File: src/rtl/div_seq_ctrl.sv
// Sequencing controller between the EX stage and a multi-cycle radix-2 divider.
// Launches the divider with latched operands, stalls EX until the result
// exists, and holds the result while the pipeline is frozen. Divide-by-zero
// completes without touching the divider, and a watchdog aborts a divider
// that never reports ready.
module div_seq_ctrl #(
  parameter int unsigned TIMEOUT = 32
) (
  input  logic        clk,
  input  logic        rst,
  input  logic        req_valid,
  input  logic        req_signed,
  input  logic [31:0] req_a,
  input  logic [31:0] req_b,
  input  logic        flush,
  input  logic        pipe_stall,
  output logic        stall_out,
  output logic        res_valid,
  output logic [31:0] res_hi,
  output logic [31:0] res_lo,
  output logic        timeout_err,
  output logic        div_ena,
  output logic        div_signed,
  output logic [31:0] div_a,
  output logic [31:0] div_b,
  input  logic [63:0] div_res,
  input  logic        div_ready
);

  localparam int unsigned CntW = $clog2(TIMEOUT + 1);
  localparam logic [CntW-1:0] CntLast = CntW'(TIMEOUT - 1);

  typedef enum logic [1:0] {
    StIdle,
    StBusy,
    StDone
  } state_t;

  state_t          state_q;
  logic [CntW-1:0] cnt_q;
  logic [31:0]     a_q;
  logic [31:0]     b_q;
  logic            sgn_q;

  // Operands go to the divider straight from the latches, so they stay
  // stable for the whole operation regardless of what EX does.
  assign div_a      = a_q;
  assign div_b      = b_q;
  assign div_signed = sgn_q;

  // Stall request: EX waits from the request cycle until the result exists.
  always_comb begin
    stall_out = 1'b0;
    case (state_q)
      StIdle:  stall_out = req_valid & ~flush;
      StBusy:  stall_out = 1'b1;
      default: stall_out = 1'b0;
    endcase
  end

  // Controller FSM with registered outputs; flush overrides every state.
  always_ff @(posedge clk or posedge rst) begin
    if (rst) begin
      state_q     <= StIdle;
      cnt_q       <= '0;
      a_q         <= '0;
      b_q         <= '0;
      sgn_q       <= 1'b0;
      res_valid   <= 1'b0;
      res_hi      <= '0;
      res_lo      <= '0;
      timeout_err <= 1'b0;
      div_ena     <= 1'b0;
    end else if (flush) begin
      // A div_ready in this cycle is dropped; results are left as-is.
      state_q   <= StIdle;
      div_ena   <= 1'b0;
      res_valid <= 1'b0;
    end else begin
      case (state_q)
        StIdle: begin
          if (req_valid) begin
            if (req_b != '0) begin
              a_q     <= req_a;
              b_q     <= req_b;
              sgn_q   <= req_signed;
              cnt_q   <= '0;
              div_ena <= 1'b1;
              state_q <= StBusy;
            end else begin
              // Divide-by-zero: remainder is the dividend, quotient all ones.
              res_hi    <= req_a;
              res_lo    <= '1;
              res_valid <= 1'b1;
              state_q   <= StDone;
            end
          end
        end
        StBusy: begin
          cnt_q <= cnt_q + CntW'(1);
          if (div_ready) begin
            res_hi    <= div_res[63:32];
            res_lo    <= div_res[31:0];
            res_valid <= 1'b1;
            div_ena   <= 1'b0;
            state_q   <= StDone;
          end else if (cnt_q == CntLast) begin
            timeout_err <= 1'b1;
            res_hi      <= '0;
            res_lo      <= '0;
            res_valid   <= 1'b1;
            div_ena     <= 1'b0;
            state_q     <= StDone;
          end
        end
        StDone: begin
          // Hold the result until EX is allowed to advance; passing through
          // IDLE guarantees div_ena is low for a cycle before a relaunch.
          if (!pipe_stall) begin
            res_valid <= 1'b0;
            state_q   <= StIdle;
          end
        end
        default: begin
          div_ena   <= 1'b0;
          res_valid <= 1'b0;
          state_q   <= StIdle;
        end
      endcase
    end
  end

endmodule

File: config.mk
export PLATFORM = sky130hd
export DESIGN_NAME = div_seq_ctrl
export DESIGN_NICKNAME = d
export VERILOG_FILES = /design/src/rtl/div_seq_ctrl.sv
export SDC_FILE = /design/constraint.sdc
export NUM_CORES = 1
export LEC_CHECK = 0
export ABC_CLOCK_PERIOD_IN_PS = 6700
export BUFFER_PORTS_ARGS = -buffer_cell sky130_fd_sc_hd__buf_4
export CORE_MARGIN = 5
export CORE_UTILIZATION = 48
export CTS_CLUSTER_DIAMETER = 60
export DETAILED_ROUTE_END_ITERATION = 8
export PLACE_DENSITY = 0.8
export SYNTH_ARGS = -nofsm -noshare
export SYNTH_HDL_FRONTEND = slang
export SYNTH_SLANG_ARGS = --single-unit
File: constraint.sdc
create_clock -name clk -period 6.7 [get_ports clk]
set_input_delay 1.34 -clock clk [delete_from_list [all_inputs] [get_ports clk]]
set_output_delay 1.34 -clock clk [all_outputs]
set_load 0.1 [all_outputs]
Yosys cells after proc, flatten, opt, wreduce, memory -nomap -nowiden:

Index checks and enable logic that the tools add are counted.

* register bits after elaboration: 140
* input bits: 135
* output and inout bits: 133
* logic and storage cells: 70

* add/sub/neg operators: 1
* equal/unequal tests: 13
* muxes and demuxes: 33
* bitwise logic cells: 3
* reductions and logical operators: 10

Operators with widths (count)
* $mux 32: 7
* $pmux 32 s2: 2
* $reduce_bool 32->1: 1
* $reduce_and 4->1: 5
* $ne 3x3->1 const B: 5
* $mux 2: 6
* $mux 6: 2
* $pmux 6 s2: 1
* $mux 1: 11
* $ne 2x2->1 const B: 4
* $add 6x1->6 const B: 1
* $eq 6x5->1 const B: 1
* $pmux 1 s3: 2
* $pmux 2 s3: 1
* $reduce_and 5->1: 1
* $ne 4x4->1 const B: 1
* $reduce_and 3->1: 1
* $eq 2x1->1 const B: 1
* $eq 2x2->1 const B: 1
* $logic_not 2->1: 1
* $not 1->1: 2
* $pmux 1 s2: 1
* $reduce_bool 2->1: 1
* $and 1x1->1: 1

Depth between registers and ports, before layout:

Gate-level depths: netlist (run 1).

* depth in word-level cells: 5
* gate-level depth with buffers: 7
* depth with buffers taken out: 5

Least setup slack after synthesis (run 1):

Ideal clock, no wire load.

* path kind: input to output
* start: input flush
* end: output stall_out
* arrival: 2.528 ns
* data required time: 5.360 ns
* setup slack: 2.832 ns
* cell stages on the path: 3
* cell sequence: buf_6 or3b_4 nand2_1

* cells in the longest elaborated chain, start to end: 3

RTL lines
* from (decl): line 15 `input logic flush,`
* $not 1->1 (no line)
* $and 1x1->1: line 55 `StIdle: stall_out = req_valid & ~flush;`
* $pmux 1 s2: line 54 `case (state_q)`
* to (decl): line 17 `output logic stall_out,`

Every way passes these cells.

Worst setup path after layout (run 1):

Same ends and word-level chain as after synthesis.

==> run_results.csv, run 1 <==
group,metric,value,unit
outcome,status,"complete, no violations",
synthesis,synth_top_family_by_area,"multiplexers",
synthesis,synth_flop_cell,"dfrtp_1",
detailed_routing,post_drt_wl_per_cell,18.51,µm
cells_and_area,areaGrowthSynthToFinish,42.39,%
die,pin_count,268,
worst_setup_path,path_cells,"buf_4 > or3b_4 > nand2_1 > buf_4",
clock_tree,cts_resized,0,
synthesis,synth_adder_area_share,0.1990,%
synthesis,synth_warnings,0,
pwr,ir_drop,0.0003606,V
synthesis,avgSynthCellArea,11.66,µm²
timing,final.min_clock_period,3.653,ns
clock_tree,hold_buffers,0,
place,place_ws,2.752,ns
synthesis,synth_top_area_share,55.72,%
worst_setup_path,required,5.36,ns
die,die-area,15490,µm²
clock_tree,clock-sinks,140,
synthesis,yosys.area_share.simple,9.453,%
worst_setup_path,crit_path_start,"flush",
global_routing,antenna_found_initial,0,
synthesis,yosys_register_bits,140,
synthesis,synthCells,539,
clock_tree,root_buffer,"clkbuf_16",
synthesis,synth_common_cells,"140 x dfrtp_1, 103 x nand2_1, 62 x mux2_2, 37 x a21oi_1, 36 x o21ai_0",
cells_and_area,n_fill_cell,909,
detailed_routing,route.detailed.drc,0,
worst_setup_path,critPathKind,"in2out",
clock_tree,cts_setup_buffers,0,
timing,fin_skew,0.006611,ns
timing,max_freq,273.8,MHz
die,initial_core_util,49.42,%
worst_setup_path,cp-start-kind,"primary input",
cells_and_area,final_nets,926,
synthesis,synth_edf_count,0,
synthesis,synthMostInstantiatedCell,"dfrtp_1",
die,coreArea,12720,µm²
global_routing,grt_max_degree,72,
synthesis,synth-async-reset-ratio,100.0,%
synthesis,synth_xor_area_share,0.1393,%
global_routing,grt_pass1_vias,5449,
clock_tree,path_clk_slew,0.05,ns
die,rows,41,
timing,relSlewSlack,15.04,%
synthesis,synth_area,6287,µm²
synthesis,synthMuxAreaShare,19.04,%
detailed_routing,vias,5263,
timing,setup_violations,0,
clock_tree,cts_tree,"yes",
global_routing,grt_pass1_wl,28920,µm
clock_tree,insertion_delay,0.41,ns
synthesis,yosys.area.top_type,"dfrtp_1",
worst_setup_path,critical_path.slowest_cell,"or3b_4",
pwr,p_per_area,515.1,nW/µm²
synthesis,syn_nets,675,
detailed_routing,dr.pass1.iters,5,
min_path,hp-class,"reg2reg",
pwr,power,4612,µW
clock_tree,max-clock-path-buffers,2,
worst_setup_path,path_common_cell,"buf_4",
place,dp_hpwl,13070,µm
timing,final_hold_viol_count,0,
pwr,power.leakage,0.004369,µW
clock_tree,numCtsBuffers,17,
worst_setup_path,r2r-start,"state_q[1]$_DFFE_PP0P_",
global_routing,grt_usage,23.08,%
worst_setup_path,critPathArrivalTime,2.31,ns
die,die_h,124.5,µm
timing,period_share,54.52,%
synthesis,yosysSeqAreaShare,55.72,%
timing,setup-tns-final,0,ns
run,cap_violations,0,
timing,worst_pin_slew,1.273,ns
detailed_routing,drtIter0Drc,332,
clock_tree,htree_levels,4,
synthesis,synth_area_leaders,"dfrtp_1 56%, mux2_2 11%, mux2_4 6.7%",
timing,fin_ws,3.047,ns
detailed_routing,viasPerCell,5.403,
detailed_routing,drtAntennaViolNets,0,
synthesis,synth-compound-area-share,11.48,%
global_routing,grt_overflow,0,
timing,rsz0062_at_grt,"false",
cells_and_area,drive_gt1_share,50.37,%
die,die_w,124.5,µm
place,gp_congestion,0.8213,
worst_setup_path,critical_path.max_stage_delay,0.43,ns
min_path,min_from,"res_hi[11]$_DFFE_PP0P_",
cells_and_area,diodes,0,
timing,drv_slew,0,
detailed_routing,wirelength,18030,µm
worst_setup_path,worstSetupEndpointType,"output port",
synthesis,synth_cell_types,42,
worst_setup_path,cp_max_fo,10,
place,port_buffers,267,
routing by layer:
metal | global-route usage, % | wire [µm] | part of all wire [%]
met3 | 7.890 | 1555 | 8.6
met5 | 0 | 0 | 0
met2 | 36.96 | 8690 | 48
met1 | 28.98 | 7318 | 41
met4 | 8.769 | 462 | 2.6
layout make-up:
| class | instances | area (µm²) | area share (%) |
|---|---|---|---|
| multi-input combinational | 353 | 2551 | 28.50 |
| clock inverter | 6 | 107.6 | 1.202 |
| tap | 172 | 215.2 | 2.404 |
| inverter | 6 | 27.53 | 0.3075 |
| sequential | 140 | 3503 | 39.13 |
| timing repair buffer | 272 | 2042 | 22.81 |
| clock buffer | 25 | 505.5 | 5.646 |
logic make-up after synthesis:
logic type | after synthesis
adders and majority gates | 1
muxes | 97
xor gates and xnor gates | 1
buffers and inverters | 46
AOI/OAI and AO/OA | 119
and+or+nand+nor | 135
DFF | 140
worst paths after layout:
path                                          end  slack [ns]  cells after the start
max in group asynchronous   res_hi[0]$_DFFE_PP0P_        4.29                      3
min in group asynchronous  div_signed$_DFFE_PP0P_        1.01                      2
setup / recovery                        stall_out        3.05                      4
hold / removal             res_hi[11]$_DFFE_PP0P_        0.49                      1
setup reg to reg           res_hi[18]$_DFFE_PP0P_        3.63                      4
hold reg to reg            res_hi[11]$_DFFE_PP0P_        0.49                      1
stage by stage:
step	hold slack, ns	util [%]	cells	cell area, µm²
2_1_floorplan	0.5339	-	539	6287
3_3_place_gp	0.4535	65.55	943	8339
5_1_grt	0.5118	70.37	974	8952
4_1_cts	0.4908	70.37	974	8952
6_report	0.4863	70.37	974	8952
3_5_place_dp	0.4790	65.55	943	8339
sequential cells by signal, summed over array words and instances, names as in the netlist:
| register | count |
|---|---|
| div_a | 32 |
| div_b | 32 |
| res_hi | 32 |
| res_lo | 32 |
| cnt_q | 6 |
| state_q | 2 |
| div_ena | 1 |
| div_signed | 1 |
| res_valid | 1 |
| timeout_err | 1 |
where the power goes:
part           leakage [µW]  switching, µW  total (µW)  internal (µW)
combinational       0.00241           1910        2440            529
sequential          0.00166            143        1210           1070
clock              0.000299            331         963            632
cell usage in the layout, fill, tap and decap left out, types with 2 or more instances in the layout:
cell and n:
and4_1 2, mux2_2 62, inv_1 5, clkbuf_1 3, mux2_1 7, a22oi_1 32
dfrtp_1 140, clkbuf_8 5, nor2_2 2, mux2_4 28, o21ai_0 36, bufinv_16 3
nand4_1 2, a21oi_1 37, nand3_1 4, o22ai_1 3, buf_4 272, clkinv_2 2
nor4_1 8, nor3_1 3, clkbuf_16 17, nand2_1 103
worst max-delay path: cells and delay by family:
kind / cells / cell delay, ns
buffers and inverters: 2 / 0.45
AND/OR/NAND/NOR: 2 / 0.52
No activity file was read; power rests on OpenSTA's default activity.
==> run 2: changes to the inputs <==
--- a/config.mk
+++ b/config.mk
@@ -5,7 +5,7 @@
 export SDC_FILE = /design/constraint.sdc
 export NUM_CORES = 1
 export LEC_CHECK = 0
-export ABC_CLOCK_PERIOD_IN_PS = 6700
+export ABC_CLOCK_PERIOD_IN_PS = 3600
 export BUFFER_PORTS_ARGS = -buffer_cell sky130_fd_sc_hd__buf_4
 export CORE_MARGIN = 5
 export CORE_UTILIZATION = 48
==> constraint.sdc (replaced) <==
create_clock -name clk -period 3.6 [get_ports clk]
set_input_delay 0.72 -clock clk [delete_from_list [all_inputs] [get_ports clk]]
set_output_delay 0.72 -clock clk [all_outputs]
set_load 0.1 [all_outputs]
==> run_results.csv, run 2 (synthesis results as in run 1) <==
group,metric,value,unit
die,die_w,124.5,µm
die,die_h,124.5,µm
worst_setup_path,critPathKind,"reg2out",
cells_and_area,mostFrequentLayoutCells,"274 x buf_4, 140 x dfrtp_1, 103 x nand2_1",
pwr,power.leakage,0.004381,µW
die,coreArea,12720,µm²
global_routing,antenna_found_initial,0,
detailed_routing,met1_length,7303,µm
timing,setup_violations,0,
cells_and_area,design_area,8987,µm²
die,pin_count,268,
cells_and_area,instances_no_fill,980,
worst_setup_path,cp-start-kind,"flop",
clock_tree,path_clk_slew,0.05,ns
place,place_inst,948,
timing,final.min_clock_period,2.401,ns
global_routing,grt_usage,23.47,%
global_routing,grt_pass1_wl,29440,µm
worst_setup_path,critical_path.slowest_cell,"dfrtp_1",
worst_setup_path,required,2.88,ns
timing,setup-tns-final,0,ns
cells_and_area,layout_commonest_cell,"buf_4",
timing,final_hold_viol_count,0,
die,initial_core_util,49.42,%
clock_tree,max-clock-path-buffers,2,
timing,timing.hold.ws,0.2614,ns
place,place_ws,0.8422,ns
detailed_routing,wl_met3,1575,µm
detailed_routing,route.detailed.drc,0,
timing,rsz0062_at_grt,"false",
pwr,p_per_area,945.2,nW/µm²
cells_and_area,final_nets,931,
pwr,ir_drop,0.0006887,V
clock_tree,cts_setup_buffers,0,
clock_tree,htree_levels,4,
detailed_routing,post_drt_wl_per_cell,18.46,µm
worst_setup_path,r2r_end,"res_hi[3]$_DFFE_PP0P_",
die,die-area,15490,µm²
worst_setup_path,path_cells,"nand2b_2 > nand2_1 > buf_4",
timing,max_freq,416.5,MHz
detailed_routing,top_layer,"met4",
place,gp_congestion,0.8205,
detailed_routing,dr.pass1.iters,5,
detailed_routing,wirelength,18090,µm
detailed_routing,dr_wl_met2,8816,µm
timing,worst_pin_slew,0.5356,ns
clock_tree,cts_resized,0,
worst_setup_path,worstSetupEndpointType,"output port",
detailed_routing,drtAntennaViolNets,0,
clock_tree,root_buffer,"clkbuf_16",
outcome,status,"complete, no violations",
clock_tree,numCtsBuffers,17,
worst_setup_path,critPathArrivalTime,1.68,ns
clock_tree,hold_buffers,0,
clock_tree,cts_tree,"yes",
timing,period_share,66.69,%
cells_and_area,drive_gt1_share,50.37,%
min_path,hp-class,"in2async",
place,post_dp_cell_area,8413,µm²
detailed_routing,drtIter0Drc,421,
global_routing,grt_pass1_vias,5529,
timing,relSlewSlack,63.96,%
timing,fin_ws,1.199,ns
worst_setup_path,r2r.worst_path.cells,5,
worst_setup_path,r2r-start,"state_q[1]$_DFFE_PP0P_",
clock_tree,clock-sinks,140,
timing,fin_skew,0.009286,ns
global_routing,grt_max_degree,74,
timing,drv_slew,0,
detailed_routing,vias,5275,
cells_and_area,areaGrowthSynthToFinish,42.95,%
worst_setup_path,critical_path.max_stage_delay,0.45,ns
die,rows,41,
place,dp_hpwl,13110,µm
cells_and_area,diodes,0,
clock_tree,insertion_delay,0.42,ns
place,port_buffers,267,
worst_setup_path,rrSetupSlack,1.44,ns
worst_setup_path,cp_max_fo,17,
run,cap_violations,0,
global_routing,grt_overflow,0,
detailed_routing,viasPerCell,5.383,
-- run 2: cell type report --
type / instances / area, µm²
Fill cell: 884 / 3735
Sequential cell: 140 / 3503
Multi-Input combinational cell: 353 / 2551
Timing Repair Buffer: 277 / 2117
Clock buffer: 26 / 489.2
Tap cell: 172 / 215.2
Clock inverter: 6 / 85.08
Inverter: 6 / 26.28
-- run 2: per-layer routing --
metal  vias to the layer above  track usage [%]
li1                       2419                -
met1                      2590            28.82
met2                       236            37.98
met3                        30            8.405
met4                         0            9.026
met5                         -                0
-- run 2: how the worst max path moves through the flow --
stage	startpoint	endpoint	slack, ns	cells after the start
3_5_place_dp	req_b[3]	div_a[16]$_DFFE_PP0P_	0.84	6
2_1_floorplan	flush	stall_out	0.97	3
3_3_place_gp	req_b[3]	div_a[21]$_DFFE_PP0P_	0.84	6
4_1_cts	state_q[1]$_DFFE_PP0P_	stall_out	1.17	3
6_report	state_q[1]$_DFFE_PP0P_	stall_out	1.20	3
5_1_grt	state_q[1]$_DFFE_PP0P_	stall_out	1.13	3
-- run 2: stage by stage --
step           power, µW  utilization (%)
4_1_cts             8550            70.64
5_1_grt             8772            70.64
3_3_place_gp        6762            66.13
6_report            8495            70.64
3_5_place_dp        6826            66.13
2_1_floorplan       5781                -
-- run 2: report_power, final --
part,internal [µW],switching [µW]
Combinational,992,3560
Sequential,1990,261
Clock,1070,627
-- run 2: worst max-delay path: cells and delay by family, from the launching register on --
kind,cells,cell delay [ns]
AND/OR/NAND/NOR,2,0.51
flip-flops,1,0.45
buffers and inverters,1,0.30
==> run 3: changes to the inputs <==
==> config.mk (replaced) <==
export PLATFORM = sky130hd
export DESIGN_NAME = div_seq_ctrl
export DESIGN_NICKNAME = d
export VERILOG_FILES = /design/src/rtl/div_seq_ctrl.sv
export SDC_FILE = /design/constraint.sdc
export NUM_CORES = 1
export LEC_CHECK = 0
export ABC_CLOCK_PERIOD_IN_PS = 2200
export BUFFER_PORTS_ARGS = -buffer_cell sky130_fd_sc_hd__buf_4
export CORE_MARGIN = 5
export CORE_UTILIZATION = 43
export CTS_CLUSTER_DIAMETER = 60
export DETAILED_ROUTE_END_ITERATION = 8
export PLACE_DENSITY = 0.76
export SYNTH_ARGS = -nofsm -noshare
export SYNTH_HDL_FRONTEND = slang
export SYNTH_SLANG_ARGS = --single-unit
==> constraint.sdc (replaced) <==
create_clock -name clk -period 2.2 [get_ports clk]
set_input_delay 0.44 -clock clk [delete_from_list [all_inputs] [get_ports clk]]
set_output_delay 0.44 -clock clk [all_outputs]
set_load 0.1 [all_outputs]
==> run_results.csv, run 3 (synthesis results as in run 1) <==
group,metric,value,unit
timing,period_share,96.30,%
cells_and_area,layout_commonest_cell,"buf_4",
pwr,power.leakage,0.004494,µW
cells_and_area,n_fill_cell,1121,
global_routing,grt_pass1_vias,5356,
timing,fin_skew,0.004881,ns
detailed_routing,viasPerCell,5.205,
timing,drv_slew,0,
clock_tree,root_buffer,"clkbuf_16",
global_routing,antenna_found_initial,0,
worst_setup_path,rrSetupSlack,0.28,ns
pwr,power,14240,µW
worst_setup_path,worstSetupEndpointType,"output port",
outcome,status,"complete, no violations",
worst_setup_path,r2r-start,"state_q[1]$_DFFE_PP0P_",
timing,max_freq,472.0,MHz
worst_setup_path,crit_path_start,"state_q[1]$_DFFE_PP0P_",
timing,worst_pin_slew,0.7085,ns
global_routing,grt_max_degree,84,
global_routing,grt_pass1_wl,27560,µm
detailed_routing,wirelength,17520,µm
place,gp_congestion,0.8508,
worst_setup_path,r2r_end,"res_hi[17]$_DFFE_PP0P_",
die,pin_count,268,
place,port_buffers,267,
worst_setup_path,critPathArrivalTime,1.68,ns
cells_and_area,mostFrequentLayoutCells,"281 x buf_4, 140 x dfrtp_1, 103 x nand2_1",
timing,setup_violations,0,
clock_tree,numCtsBuffers,17,
die,coreArea,14420,µm²
worst_setup_path,cp-start-kind,"flop",
detailed_routing,vias,5221,
clock_tree,max-clock-path-buffers,2,
die,die_w,130.9,µm
clock_tree,insertion_delay,0.41,ns
die,rows,44,
timing,rsz0062_at_grt,"false",
clock_tree,path_clk_slew,0.06,ns
detailed_routing,route.detailed.drc,0,
detailed_routing,post_drt_wl_per_cell,17.46,µm
clock_tree,htree_levels,4,
place,dp_hpwl,12980,µm
die,die-area,17140,µm²
timing,final_hold_viol_count,0,
timing,final.min_clock_period,2.119,ns
timing,fin_ws,0.08143,ns
place,post_dp_cell_area,8561,µm²
clock_tree,cts_resized,0,
cells_and_area,diodes,0,
min_path,hp-class,"in2async",
timing,timing.hold.ws,0.1435,ns
clock_tree,hold_buffers,0,
worst_setup_path,cp_max_fo,7,
global_routing,grt_usage,20.40,%
clock_tree,clock-sinks,140,
detailed_routing,drtAntennaViolNets,0,
worst_setup_path,required,1.76,ns
place,place_inst,971,
pwr,ir_drop,0.001034,V
global_routing,grt_overflow,0,
worst_setup_path,critPathKind,"reg2out",
worst_setup_path,path_cells,"or3b_4 > nand2_1 > buf_4",
worst_setup_path,r2r.worst_path.cells,5,
cells_and_area,instances_no_fill,1003,
cells_and_area,design_area,9211,µm²
cells_and_area,areaGrowthSynthToFinish,46.51,%
detailed_routing,dr.pass1.iters,4,
worst_setup_path,critical_path.slowest_cell,"dfrtp_1",
detailed_routing,drtIter0Drc,268,
pwr,p_per_area,1546,nW/µm²
cells_and_area,final_nets,942,
worst_setup_path,critical_path.max_stage_delay,0.44,ns
die,die_h,130.9,µm
die,initial_core_util,43.59,%
cells_and_area,drive_gt1_share,51.53,%
place,place_ws,-0.1426,ns
clock_tree,cts_tree,"yes",
timing,relSlewSlack,52.77,%
clock_tree,cts_setup_buffers,0,
run,cap_violations,0,
## run 3: changes by cell type in the layout (fill, tap and decap cells not counted), sizes merged
cell	before	now
buf	277	288
bufinv	2	5
clkbuf	26	21
clkinv	2	5
clkinvlp	3	2
## run 3: area by class of cell
type / count / area, µm² / share of cell area (%)
clock buffer: 21 / 460.4 / 4.999
clock inverter: 11 / 190.2 / 2.065
inverter: 6 / 26.28 / 0.2852
multi-input combinational: 353 / 2551 / 27.70
sequential: 140 / 3503 / 38.03
tap: 184 / 230.2 / 2.499
timing repair buffer: 288 / 2250 / 24.42
## run 3: report_power, final
part	leakage, µW	total, µW	internal, µW	switching (µW)
clock network	0.000317	3140	2070	1070
logic	0.00251	7430	1640	5790
registers	0.00166	3670	3250	425
## run 3: routing by layer
layer  vias to the layer above  wire (µm)  track usage (%)  part of all wire [%]
met4                         0        317            5.989                   1.8
met1                      2544       6837            25.58                    39
li1                       2439          -                -                     -
met5                         -          0                0                     0
met2                       215       8690            33.77                    50
met3                        23       1669            6.789                   9.5
## run 3: metrics by stage
| stage | util [%] | TNS [ns] |
|---|---|---|
| 2_1_floorplan | - | 0 |
| 3_3_place_gp | 59.35 | -4.735 |
| 3_5_place_dp | 59.35 | -9.817 |
| 4_1_cts | 63.86 | 0 |
| 5_1_grt | 63.86 | 0 |
| 6_report | 63.86 | 0 |
## run 3: worst max-delay path by stage
stage                            to  slack [ns]  cells after the start
6_report                  stall_out        0.08                      3
5_1_grt                   stall_out        0.01                      3
4_1_cts                   stall_out        0.06                      3
3_5_place_dp   div_b[4]$_DFFE_PP0P_       -0.14                      6
3_3_place_gp   div_b[6]$_DFFE_PP0P_       -0.07                      6
2_1_floorplan  cnt_q[0]$_DFFE_PP0P_        0.01                      1
## run 3: worst max-delay path: cells and delay by family, from the launching register on
family	cells	cell delay (ns)
simple gates	2	0.53
flops	1	0.44
buf+inv	1	0.30
